`src/rtl/arb_req_agent.sv`:
```
// Requester-side agent for the 4-way round-robin time-slice arbiter.
// Each channel owns a small job queue. The head job is loaded into an
// active slot that raises REQ. Each granted cycle moves one beat of the
// active job. Grant-protocol anomalies are reported as a saturating
// spurious-grant count and a sticky multi-grant error.
module arb_req_agent #(
    parameter int LEN_W      = 4,
    parameter int FIFO_DEPTH = 2,
    parameter int CNT_W      = 8
) (
    input  logic                 clk,
    input  logic                 rst,
    input  logic [3:0]           job_valid,
    input  logic [4*LEN_W-1:0]   job_len,
    output logic [3:0]           job_ready,
    output logic [3:0]           REQ,
    input  logic [3:0]           GNT,
    output logic                 beat_fire,
    output logic [1:0]           beat_ch,
    output logic                 beat_last,
    output logic [3:0]           done,
    output logic [CNT_W-1:0]     spurious_cnt,
    output logic                 err
);

    localparam int PTR_W = (FIFO_DEPTH > 1) ? $clog2(FIFO_DEPTH) : 1;
    localparam int OCC_W = PTR_W + 1;
    localparam int REM_W = LEN_W + 1;

    typedef enum logic {CH_IDLE = 1'b0, CH_ACTIVE = 1'b1} ch_state_t;

    ch_state_t          state_q  [4];
    ch_state_t          state_d  [4];
    logic [REM_W-1:0]   rem_q    [4];
    logic [REM_W-1:0]   rem_d    [4];
    logic [LEN_W-1:0]   mem_q    [4][FIFO_DEPTH];
    logic [PTR_W-1:0]   rd_ptr_q [4];
    logic [PTR_W-1:0]   wr_ptr_q [4];
    logic [OCC_W-1:0]   occ_q    [4];

    logic [3:0]         push_s, pop_s, beat_s, last_s, full_s, empty_s, active_s;
    logic               gnt_multi_s, gnt_onehot_s, spur_s;
    logic [1:0]         gnt_idx_s;
    logic [1:0]         beat_ch_d;

    logic               beat_fire_q, beat_last_q, err_q;
    logic [1:0]         beat_ch_q;
    logic [3:0]         done_q;
    logic [CNT_W-1:0]   spur_cnt_q;

    // A zero length field encodes the maximum job of 2^LEN_W beats.
    function automatic logic [REM_W-1:0] len_to_beats(input logic [LEN_W-1:0] len);
        if (len == {LEN_W{1'b0}}) begin
            return {1'b1, {LEN_W{1'b0}}};
        end else begin
            return {1'b0, len};
        end
    endfunction

    // True when two or more grant bits are set.
    function automatic logic multi_hot(input logic [3:0] v);
        return (v & (v - 4'd1)) != 4'd0;
    endfunction

    // Index of the lowest set bit; only meaningful for a one-hot vector.
    function automatic logic [1:0] onehot_index(input logic [3:0] v);
        logic [1:0] idx;
        idx = 2'd0;
        for (int k = 3; k >= 0; k--) begin
            if (v[k]) begin
                idx = 2'(k);
            end else begin
                idx = idx;
            end
        end
        return idx;
    endfunction

    // Grant decode, queue handshakes and per-channel next state.
    always_comb begin
        gnt_multi_s  = multi_hot(GNT);
        gnt_onehot_s = (GNT != 4'd0) && !gnt_multi_s;
        gnt_idx_s    = onehot_index(GNT);
        for (int i = 0; i < 4; i++) begin
            active_s[i] = (state_q[i] == CH_ACTIVE);
            full_s[i]   = (occ_q[i] == OCC_W'(FIFO_DEPTH));
            empty_s[i]  = (occ_q[i] == {OCC_W{1'b0}});
            push_s[i]   = job_valid[i] && !full_s[i];
            beat_s[i]   = gnt_onehot_s && GNT[i] && active_s[i];
            last_s[i]   = beat_s[i] && (rem_q[i] == REM_W'(1));
            pop_s[i]    = !empty_s[i] && (!active_s[i] || last_s[i]);
            state_d[i]  = state_q[i];
            rem_d[i]    = rem_q[i];
            case (state_q[i])
                CH_IDLE: begin
                    if (pop_s[i]) begin
                        state_d[i] = CH_ACTIVE;
                        rem_d[i]   = len_to_beats(mem_q[i][rd_ptr_q[i]]);
                    end else begin
                        state_d[i] = CH_IDLE;
                    end
                end
                CH_ACTIVE: begin
                    if (pop_s[i]) begin
                        rem_d[i]   = len_to_beats(mem_q[i][rd_ptr_q[i]]);
                    end else if (last_s[i]) begin
                        state_d[i] = CH_IDLE;
                        rem_d[i]   = {REM_W{1'b0}};
                    end else if (beat_s[i]) begin
                        rem_d[i]   = rem_q[i] - REM_W'(1);
                    end else begin
                        rem_d[i]   = rem_q[i];
                    end
                end
                default: begin
                    state_d[i] = CH_IDLE;
                    rem_d[i]   = {REM_W{1'b0}};
                end
            endcase
        end
        spur_s = gnt_onehot_s && ((GNT & ~active_s) != 4'd0);
        if (beat_s != 4'd0) begin
            beat_ch_d = gnt_idx_s;
        end else begin
            beat_ch_d = beat_ch_q;
        end
    end

    // Channel state, remaining-beat counters and queue pointers.
    always_ff @(posedge clk or posedge rst) begin
        if (rst) begin
            for (int i = 0; i < 4; i++) begin
                state_q[i]  <= CH_IDLE;
                rem_q[i]    <= {REM_W{1'b0}};
                rd_ptr_q[i] <= {PTR_W{1'b0}};
                wr_ptr_q[i] <= {PTR_W{1'b0}};
                occ_q[i]    <= {OCC_W{1'b0}};
            end
        end else begin
            for (int i = 0; i < 4; i++) begin
                state_q[i] <= state_d[i];
                rem_q[i]   <= rem_d[i];
                if (push_s[i]) begin
                    wr_ptr_q[i] <= wr_ptr_q[i] + PTR_W'(1);
                end
                if (pop_s[i]) begin
                    rd_ptr_q[i] <= rd_ptr_q[i] + PTR_W'(1);
                end
                case ({push_s[i], pop_s[i]})
                    2'b10:   occ_q[i] <= occ_q[i] + OCC_W'(1);
                    2'b01:   occ_q[i] <= occ_q[i] - OCC_W'(1);
                    default: occ_q[i] <= occ_q[i];
                endcase
            end
        end
    end

    // Job length storage; contents are don't-care while a slot is empty.
    always_ff @(posedge clk) begin
        for (int i = 0; i < 4; i++) begin
            if (push_s[i]) begin
                mem_q[i][wr_ptr_q[i]] <= job_len[i*LEN_W +: LEN_W];
            end
        end
    end

    // Registered event pulses and anomaly reporting.
    always_ff @(posedge clk or posedge rst) begin
        if (rst) begin
            beat_fire_q <= 1'b0;
            beat_ch_q   <= 2'd0;
            beat_last_q <= 1'b0;
            done_q      <= 4'd0;
            spur_cnt_q  <= {CNT_W{1'b0}};
            err_q       <= 1'b0;
        end else begin
            beat_fire_q <= (beat_s != 4'd0);
            beat_ch_q   <= beat_ch_d;
            beat_last_q <= (last_s != 4'd0);
            done_q      <= last_s;
            if (spur_s && (spur_cnt_q != {CNT_W{1'b1}})) begin
                spur_cnt_q <= spur_cnt_q + CNT_W'(1);
            end
            if (gnt_multi_s) begin
                err_q <= 1'b1;
            end
        end
    end

    always_comb begin
        for (int i = 0; i < 4; i++) begin
            REQ[i] = (state_q[i] == CH_ACTIVE);
        end
        job_ready    = ~full_s & {4{~rst}};
        beat_fire    = beat_fire_q;
        beat_ch      = beat_ch_q;
        beat_last    = beat_last_q;
        done         = done_q;
        spurious_cnt = spur_cnt_q;
        err          = err_q;
    end

endmodule
```
`config.mk`:
```
export PLATFORM = sky130hd
export DESIGN_NAME = arb_req_agent
export DESIGN_NICKNAME = d
export VERILOG_FILES = /design/src/rtl/arb_req_agent.sv
export SDC_FILE = /design/constraint.sdc
export NUM_CORES = 1
export LEC_CHECK = 0
export BUFFER_PORTS_ARGS = -buffer_cell sky130_fd_sc_hd__clkbuf_2
export CORE_UTILIZATION = 63
export DETAILED_ROUTE_END_ITERATION = 10
export MAX_ROUTING_LAYER = met4
export PLACE_DENSITY = 0.85
export SETUP_SLACK_MARGIN = 0.3
export SYNTH_ARGS = -nofsm -noshare
export SYNTH_HDL_FRONTEND = slang
export SYNTH_SLANG_ARGS = --single-unit
```
`constraint.sdc`:
```
create_clock -name clk -period 4.1 [get_ports clk]
set_input_delay 0.615 -clock clk [delete_from_list [all_inputs] [get_ports clk]]
set_output_delay 0.615 -clock clk [all_outputs]
set_load 0.1 [all_outputs]
```
# ---- Yosys cells after proc, flatten, opt, wreduce, memory -nomap -nowiden
# Memory sizes are Yosys's and may differ from the RTL's.
# Cells that the tools add are included.
dict set report classes {
  add_sub_neg 22
  magnitude_cmp 12
  n_eq_ne 25
  mux 76
  n_bitwise 18
  n_reduce_logical 65
}
# cell count
set ops {}
lappend ops {{$mux W5} 20}
lappend ops {{$mux W4} 16}
lappend ops {{$pmux W5 S2} 4}
lappend ops {{$mux W8} 4}
lappend ops {{$logic_and A1 B1 Y1} 27}
lappend ops {{$eq A5 B1 Y1 const B} 4}
lappend ops {{$reduce_bool A4 Y1} 5}
lappend ops {{$sub A5 B1 Y5 const B} 4}
lappend ops {{$demux W4 S1} 4}
lappend ops {{$eq A2 B2 Y1 const B} 8}
lappend ops {{$ge A2 B2 Y1 const B} 8}
lappend ops {{$logic_not A4 Y1} 4}
lappend ops {{$mux W1} 16}
lappend ops {{$ne A4 B1 Y1 const B} 4}
lappend ops {{$not A1 Y2} 8}
lappend ops {{$pmux W2 S2} 4}
lappend ops {{$logic_not A1 Y1} 13}
lappend ops {{$and A4 B4 Y4} 3}
lappend ops {{$add A1 B1 Y1 const B} 8}
lappend ops {{$add A2 B1 Y2 const B} 4}
lappend ops {{$add A8 B1 Y8 const B} 1}
lappend ops {{$eq A2 B1 Y1 const B} 4}
lappend ops {{$logic_not A2 Y1} 4}
lappend ops {{$lt A2 B1 Y1 const B} 4}
lappend ops {{other kinds (11)} 37}
dict set report word_totals {
  regBits 57
  ram_bits 32
  in_bits 26
  output_inout_bits 25
  word_cells 245
  mem_count 1
}
# name words word_bits rd rd_ports_with_merged_regs wr line_no
set mem_list {}
lappend mem_list {mem_q 4 8 4 0 4 36} ;# logic [LEN_W-1:0] mem_q [4][FIFO_DEPTH];

# ---- Longest topological paths before layout
# Gate-level depths: netlist of run 1.
dict set report logic_depth {
  depth_word 12
  mapped_depth 11
  depth_no_buf 11
}

# ---- Least setup slack after synthesis of run 1
# OpenSTA, ideal clock, no wires.
dict set report synth_timing {
  path_kind {input -> output}
  start {input rst}
  end {output job_ready[0]}
  arrival_ns 2.747
  t_required_ns 3.485
  path_slack_ns 0.738
  cell_stages 2
  n_path_buf 0
  path_cell_list {inv_1 > and2_1}
}
dict set report synth_via {
  elab_chain_len 2
}
# item line_no
set synth_lines {}
lappend synth_lines {{start, declared} 12} ;# input logic rst,
lappend synth_lines {{$not A1 Y1} 194} ;# job_ready = ~full_s & {4{~rst}};
lappend synth_lines {{$and A4 B4 Y4} 194}
lappend synth_lines {{end, declared} 15} ;# output logic [3:0] job_ready,
# No other way between the ends.

# ---- Final worst setup path of run 1
dict set report layout_timing {
  start {register rem_q[1] (netlist bit)}
  end {register occ_q[1] (netlist bit)}
}
dict set report layout_via {
  elab_chain_len 6
  word_cells_on_any_way 8
  cone_classes {eq/ne (3); mux (1); reduce/logical (4)}
}
# item line_no
set layout_lines {}
lappend layout_lines {{start, declared} 34} ;# logic [REM_W-1:0] rem_q [4];
lappend layout_lines {{start signal, assigned by index} 134} ;# rem_q[i] <= {REM_W{1'b0}};
lappend layout_lines {{start signal, assigned by index} 142} ;# rem_q[i] <= rem_d[i];
lappend layout_lines {{$eq A5 B1 Y1 (*)} 90} ;# last_s[i] = beat_s[i] && (rem_q[i] == REM_W'(1));
lappend layout_lines {{$logic_and A1 B1 Y1 (*)} 90}
lappend layout_lines {{$logic_or A1 B1 Y1 (*)} 91} ;# pop_s[i] = !empty_s[i] && (!active_s[i] || last_s[i]);
lappend layout_lines {{$logic_and A1 B1 Y1 (*)} 91}
lappend layout_lines {{named net pop_s[3]} 41} ;# logic [3:0] push_s, pop_s, beat_s, last_s, full_s, empty_s, active_s;
lappend layout_lines {{$eq A2 B1 Y1 or $eq A2 B2 Y1 (tied branches)} 149} ;# case ({push_s[i], pop_s[i]})
lappend layout_lines {{$pmux W2 S2 or $reduce_bool A2 Y1 (tied branches)} -}
lappend layout_lines {{end signal, assigned by index} 150} ;# 2'b10: occ_q[i] <= occ_q[i] + OCC_W'(1);
lappend layout_lines {{end signal, assigned by index} 151} ;# 2'b01: occ_q[i] <= occ_q[i] - OCC_W'(1);
lappend layout_lines {{end signal, assigned by index} 152} ;# default: occ_q[i] <= occ_q[i];
lappend layout_lines {{end, declared} 39} ;# logic [OCC_W-1:0] occ_q [4];
# The timed path passes the listed nets; every way through them passes the cells marked *.
# A chain may end at the register's enable or synchronous reset.

==> impl_results.md, run 1 <==
- Top cells by count, synth: dfrtp_1 (57), nor2_1 (34), edfxtp_1 (32)
- Clock root cell: clkbuf_8
- Final GP Congestion: 0.873
- Post-synth EDFFs: 32
- Gr usage total: 25.9%
- Yosys reg bits: 89
- Initial antenna violation count: 0
- Worst relative slew slack: 59.4%
- Setup Total Neg Slack: 0 ps
- Slew Viols, Final: 0
- Leakage power total: 0.00215 µW
- Hold Fails Final Rpt: 0
- Post-synthesis mux area share: 5.07%
- CP Launch Type: register
- Register area: 2390 µm²
- IO Pins: 51
- Max_cap viols: 0
- Sequential share of the synthesized area: 52.9%
- CTS sink count: 89
- Ys async rst share: 64.0%
- Final worst-path cycle share: 61.4%
- RSZ-0062 raised after global routing: no
- Synth Area in Adders: 3.83%
- Arr. time, crit path: 2790 ps
- Row count: 30
- Max rail drop VDD: 0.406 mV
- Fin crit period: 2520 ps
- Synth Area in XOR/XNOR: 5.24%
- Synth area leader: dfrtp_1
- Min-Delay Path Class: in -> async
- Die area: 7510 µm²
- Htree depth: 3
- Clock Latency Late Sink: 360 ps
- Clk buf depth: 2
- Critical-path cell list: inv_1 -> ha_1 -> or4b_1 -> o21ai_1 -> o21ai_0 -> inv_1 -> ha_1 -> nor2_1 -> xor2_1
- Crit Path Class: reg -> reg
- Fill cell count: 512
- Synth Flop Type: dfrtp_1
- Cell Area, Synth: 4510 µm²
- Via Count: 3284
- Reg2reg path depth: 9
- Largest net degree at the start of global routing: 27
- CP Max Fanout: 7
- Top cell type's share of synthesized area: 31.6%
- Ant diodes: 0
- Compound-Gate Fraction of Synth Area: 11.3%
- Iteration-0 DRC count of the detailed router: 173
- Multi-input gate area: 1990 µm²
- Post-synth cell types: 61
- Initial Util: 65.7%
- R2R setup slack: 1580 ps
- Post-DP HPWL: 6.61 mm
- Ys Warns: 0
- Wire per inst: 15.7 µm
- Worst Setup End Kind: register
- Area grow syn2layout: 11.9%
- Top post-synthesis cells by area: dfrtp_1 (32%), edfxtp_1 (21%), xnor2_1 (3.9%), ha_1 (3.6%), mux2i_1 (3.3%)
- Total wire length: 8.72 mm
- PortBufs: 50
- CP max-delay cell: or4b_1
- Post-synthesis cell count: 403
- Status: finished clean
- Hold_ws: 260 ps
- Final global-route overflow total: 0
- First-pass GRT wire length: 14.5 mm
- Power density cells: 589 nW/µm²
- Slew @ Worst Pin: 607 ps
- Setup Viol. Count Final: 0
- Postcts setup bufs: 0
- Die span in x: 86.6 µm
- Critical path's top delay family: simple AND/OR/NAND/NOR gates
- Layout cells sized above 1: 19.6%
- WP depth: 9
- Drt drc: 0
- Die H: 86.6 µm
- Routed vias/inst: 5.92
- Max stage delay on crit path: 580 ps
- Critical path required time: 4370 ps
- Largest family of logic cells by synthesized area: simple AND/OR/NAND/NOR gates
- Syn avg cell area: 11.2 µm²
- Vias in the first global route: 3191
- Hold_buf cts: 0
- CTS tree: yes
- Clock transition at path regs: 80 ps
- Buf/Inv on CP: 2
- TritonCTS buffer count: 9
- NumNets Final: 493
- Synth Area in Simple Gates: 18.7%
- Most numerous cell in the Yosys netlist: dfrtp_1
- Post-DRT Antenna Nets: 0
- Drt pass-1 iters: 4
- Syn_nets: 442
- Core area: 6870 µm²
- Final setup skew: 8.83 ps
- Cts repair resizes: 0
- Peak Freq: 0.397 GHz
## state kept, by name, indices dropped and copies added (netlist names), 4 cells and up
signal	count
mem_q	32
rd_ptr_q	4
occ_q	8
REQ	4
wr_ptr_q	4
done	4
spurious_cnt	8
rem_q	20
## report_power, final
| group | switching, µW | internal (µW) | leakage (µW) |
|---|---|---|---|
| registers | 247 | 1170 | 0.000984 |
| logic | 573 | 369 | 0.00107 |
| clock network | 300 | 315 | 0.000103 |
| total | 1120 | 1860 | 0.00215 |
## path summary, 6_finish.rpt
path / start / to
setup reg to reg: rem_q[1] / occ_q[1]
min in group clk: job_len[0] / mem_q[0][0]
hold / removal: rst / done[3]
setup / recovery: rem_q[1] / occ_q[1]
hold reg to reg: wr_ptr_q[1] / wr_ptr_q[1]
max in group asynchronous: rst / rem_q[14]
## cell type report
| type | instances | share of cell area, % |
|---|---|---|
| Timing Repair Buffer | 52 | 5.25 |
| Clock buffer | 12 | 3.07 |
| Multi-Input combinational cell | 281 | 39.5 |
| Sequential cell | 89 | 47.3 |
| Inverter | 21 | 1.56 |
| Clock inverter | 4 | 1.02 |
| Tap cell | 96 | 2.38 |
## through the flow
| step | util [%] | total power [µW] | area (µm²) | setup WS, ps | instances |
|---|---|---|---|---|---|
| after floorplan | - | 2150 | 4510 | 738 | 403 |
| after global placement | 70.5 | 2310 | 4840 | 1470 | 539 |
| after global routing | 73.5 | 3140 | 5050 | 1420 | 555 |
| final | 73.5 | 2970 | 5050 | 1580 | 555 |
| after detailed placement | 70.5 | 2370 | 4840 | 1360 | 539 |
| after CTS | 73.5 | 2980 | 5050 | 1600 | 555 |
## cell families (layout without fill, tap and decap cells)
logic type / Yosys count / after routing
multiplexers: 22 / 22
flip-flops: 89 / 89
AO/OA/AOI/OAI: 76 / 76
adder cells (fa/ha/maj): 14 / 14
XOR/XNOR: 27 / 27
buffers and inverters: 33 / 89
AND/OR/NAND/NOR: 142 / 142
## routing by layer
metal,part of all wire (%),wire (µm),track usage [%]
met3,4.5,388,4.67
met5,0,0,-
met1,44,3870,32.2
met4,1.3,117,10.8
met2,50,4340,42.1
## cell usage in the layout, fill, tap and decap left out, drive strengths merged, types with 3 or more instances in the layout
master	Yosys	layout
a21oi	15	15
mux2	7	7
nor4	3	3
mux2i	15	15
inv	21	21
a211oi	3	3
or4	7	7
xor2	7	7
o32ai	3	3
nand2	30	30
nor2b	7	7
o21ai	25	25
and2	5	5
nand4	4	4
o211ai	4	4
nand2b	5	5
ha	13	13
nand3b	3	3
nand3	9	9
dfrtp	57	57
clkbuf	9	62
nor4b	8	8
a31oi	6	6
nor2	35	35
and3	8	8
xnor2	20	20
o221ai	5	5
nor3	6	6
edfxtp	32	32
or4b	6	6
No activity file was read; power rests on OpenSTA's default activity.
==> run 2, diff against run 1 <==
--- a/config.mk
+++ b/config.mk
@@ -6,10 +6,10 @@
 export NUM_CORES = 1
 export LEC_CHECK = 0
 export BUFFER_PORTS_ARGS = -buffer_cell sky130_fd_sc_hd__clkbuf_2
-export CORE_UTILIZATION = 63
+export CORE_UTILIZATION = 53
 export DETAILED_ROUTE_END_ITERATION = 10
 export MAX_ROUTING_LAYER = met4
-export PLACE_DENSITY = 0.85
+export PLACE_DENSITY = 0.76
 export SETUP_SLACK_MARGIN = 0.3
 export SYNTH_ARGS = -nofsm -noshare
 export SYNTH_HDL_FRONTEND = slang
==> constraint.sdc (replaced) <==
create_clock -name clk -period 2.2 [get_ports clk]
set_input_delay 0.33 -clock clk [delete_from_list [all_inputs] [get_ports clk]]
set_output_delay 0.33 -clock clk [all_outputs]
set_load 0.1 [all_outputs]
==> run 2 against run 1 <==
- first-iteration DRC count grew 7.5%
- power up 100%
- die area is 18% higher
- final cell count is 8.1% higher
- critical path type unchanged
- combinational power increased by 140%
- worst setup slack worse by 1400 ps
- clock power increased by 77%
- worst hold slack lost 100 ps
==> impl_results.md, run 2 (synthesis results as in run 1) <==
- Via Count: 3492
- Placed Cells incl. Taps: 556
- Max_cap viols: 0
- Die span in x: 94.3 µm
- Row count: 33
- Min-Delay Path Class: in -> async
- Max FFs per register: 32
- Max rail drop VDD: 0.718 mV
- CP Launch Type: register
- First-pass GRT wire length: 15.3 mm
- Commonest non-fill, non-tap cell in the layout: clkbuf_2
- Commonest cells after routing, fill and taps aside: clkbuf_2 (46), dfrtp_1 (45), buf_4 (36)
- Worst Setup SP: rem_q[1]
- Drt drc: 0
- Ant diodes: 0
- PortBufs: 50
- Crit Path Class: reg -> reg
- Final global-route overflow total: 0
- NumNets Final: 529
- Post-route setup slack: 215 ps
- Wire per inst: 16.1 µm
- Initial Util: 54.9%
- Initial antenna violation count: 0
- Finished Layout Cells: 600
- Worst Setup End Kind: register
- Hold Fails Final Rpt: 0
- Gr usage total: 23.1%
- Final GP Congestion: 0.890
- Arr. time, crit path: 2210 ps
- Iteration-0 DRC count of the detailed router: 186
- Power density cells: 1060 nW/µm²
- Post-DP HPWL: 6.53 mm
- Worst reg2reg path startpoint: rem_q[1]
- TritonCTS buffer count: 9
- Place WS: 65.8 ps
- Multi-input gate area: 2260 µm²
- CTS tree: yes
- Slew Viols, Final: 0
- Die area: 8890 µm²
- Drt pass-1 iters: 4
- Core area: 8220 µm²
- Layout cells sized above 1: 35.8%
- IO Pins: 51
- Clock transition at path regs: 90 ps
- Clk buf depth: 2
- Clock root cell: clkbuf_8
- Total wire length: 9.66 mm
- RSZ-0062 raised after global routing: yes
- CP Max Fanout: 2
- Worst relative slew slack: 55.8%
- Fin crit period: 1980 ps
- Setup Total Neg Slack: 0 ps
- Register area: 2410 µm²
- Post-layout util: 69.0%
- Htree depth: 3
- Final worst-path cycle share: 90.2%
- Critical path required time: 2430 ps
- Setup Viol. Count Final: 0
- Peak Freq: 0.504 GHz
- Status: finished clean
- Routed vias/inst: 5.82
- Slew @ Worst Pin: 660 ps
- Largest net degree at the start of global routing: 34
- Clock Latency Late Sink: 350 ps
- Leakage power total: 0.00236 µW
- Die H: 94.3 µm
- Post-DRT Antenna Nets: 0
- Final setup skew: 12.9 ps
- CTS sink count: 89
- Area grow syn2layout: 25.6%
- Fill cell count: 603
- Vias in the first global route: 3247
run 2: changes by cell type in the layout (fill, tap and decap cells not counted), moves of 5 or more:
cell and delta:
buf_4 +34, dfrtp_1 -12, dfrtp_2 +9, ha_1 -8
ha_4 +8, inv_1 -6, inv_2 +5, nor2_1 -5
o21ai_0 -6
run 2: worst paths after layout:
check / end / slack [ps] / depth (start not counted)
setup / recovery: occ_q[1] / 220 / 10
hold reg to reg: wr_ptr_q[2] / 500 / 1
max in group asynchronous: occ_q[2] / 1260 / 3
hold / removal: rd_ptr_q[2] / 160 / 3
min in group clk: mem_q[3][3] / 160 / 1
setup reg to reg: occ_q[1] / 220 / 10
run 2: where the power goes:
part	switching, µW	total, µW	internal, µW
combinational	1220	2220	1000
clock	570	1090	518
sequential	528	2710	2190
total	2320	6030	3710
run 2: per-stage QoR:
step                      hold WS (ps)  total power, µW  cell area (µm²)
final                              156             6030             5670
after global routing               141             6370             5670
after CTS                          149             5840             5470
after detailed placement           318             4570             5060
after global placement             306             4480             5060
after floorplan                    429             4060             4610
run 2: cell type report:
class                      count  area share, %
multi-input combinational    281           39.8
tap                          105           2.32
sequential                    89           42.5
clock inverter                 6           1.04
timing repair buffer          88           10.6
inverter                      21           1.46
clock buffer                  10           2.25
run 2: critical path: stages, from the launching register on:
cell and delay (ps):
dfrtp_1 400, inv_2 80, ha_4 120, or4b_4 480, o21ai_4 200, o21ai_4 80
inv_2 70, ha_4 130, xnor2_2 110, nor2_2 60, xor2_1 130
run 2: what timing repair did:
item / in CTS / in global routing
hold endpoints to repair: 8 / 0
setup buffers: 13 / 14
pin swaps: 8 / 9
setup endpoints to repair: 11 / 12
hold buffers: 1 / 0
resized for setup: 22 / 24
run 2: layer usage:
metal	vias up	share of wire [%]	routed length [µm]	GRT usage, %
li1	1659	-	-	-
met1	1720	46	4400	31.1
met2	98	48	4670	34.2
met3	15	4.2	410	5.34
met4	0	1.9	182	8.46
met5	-	0	0	-
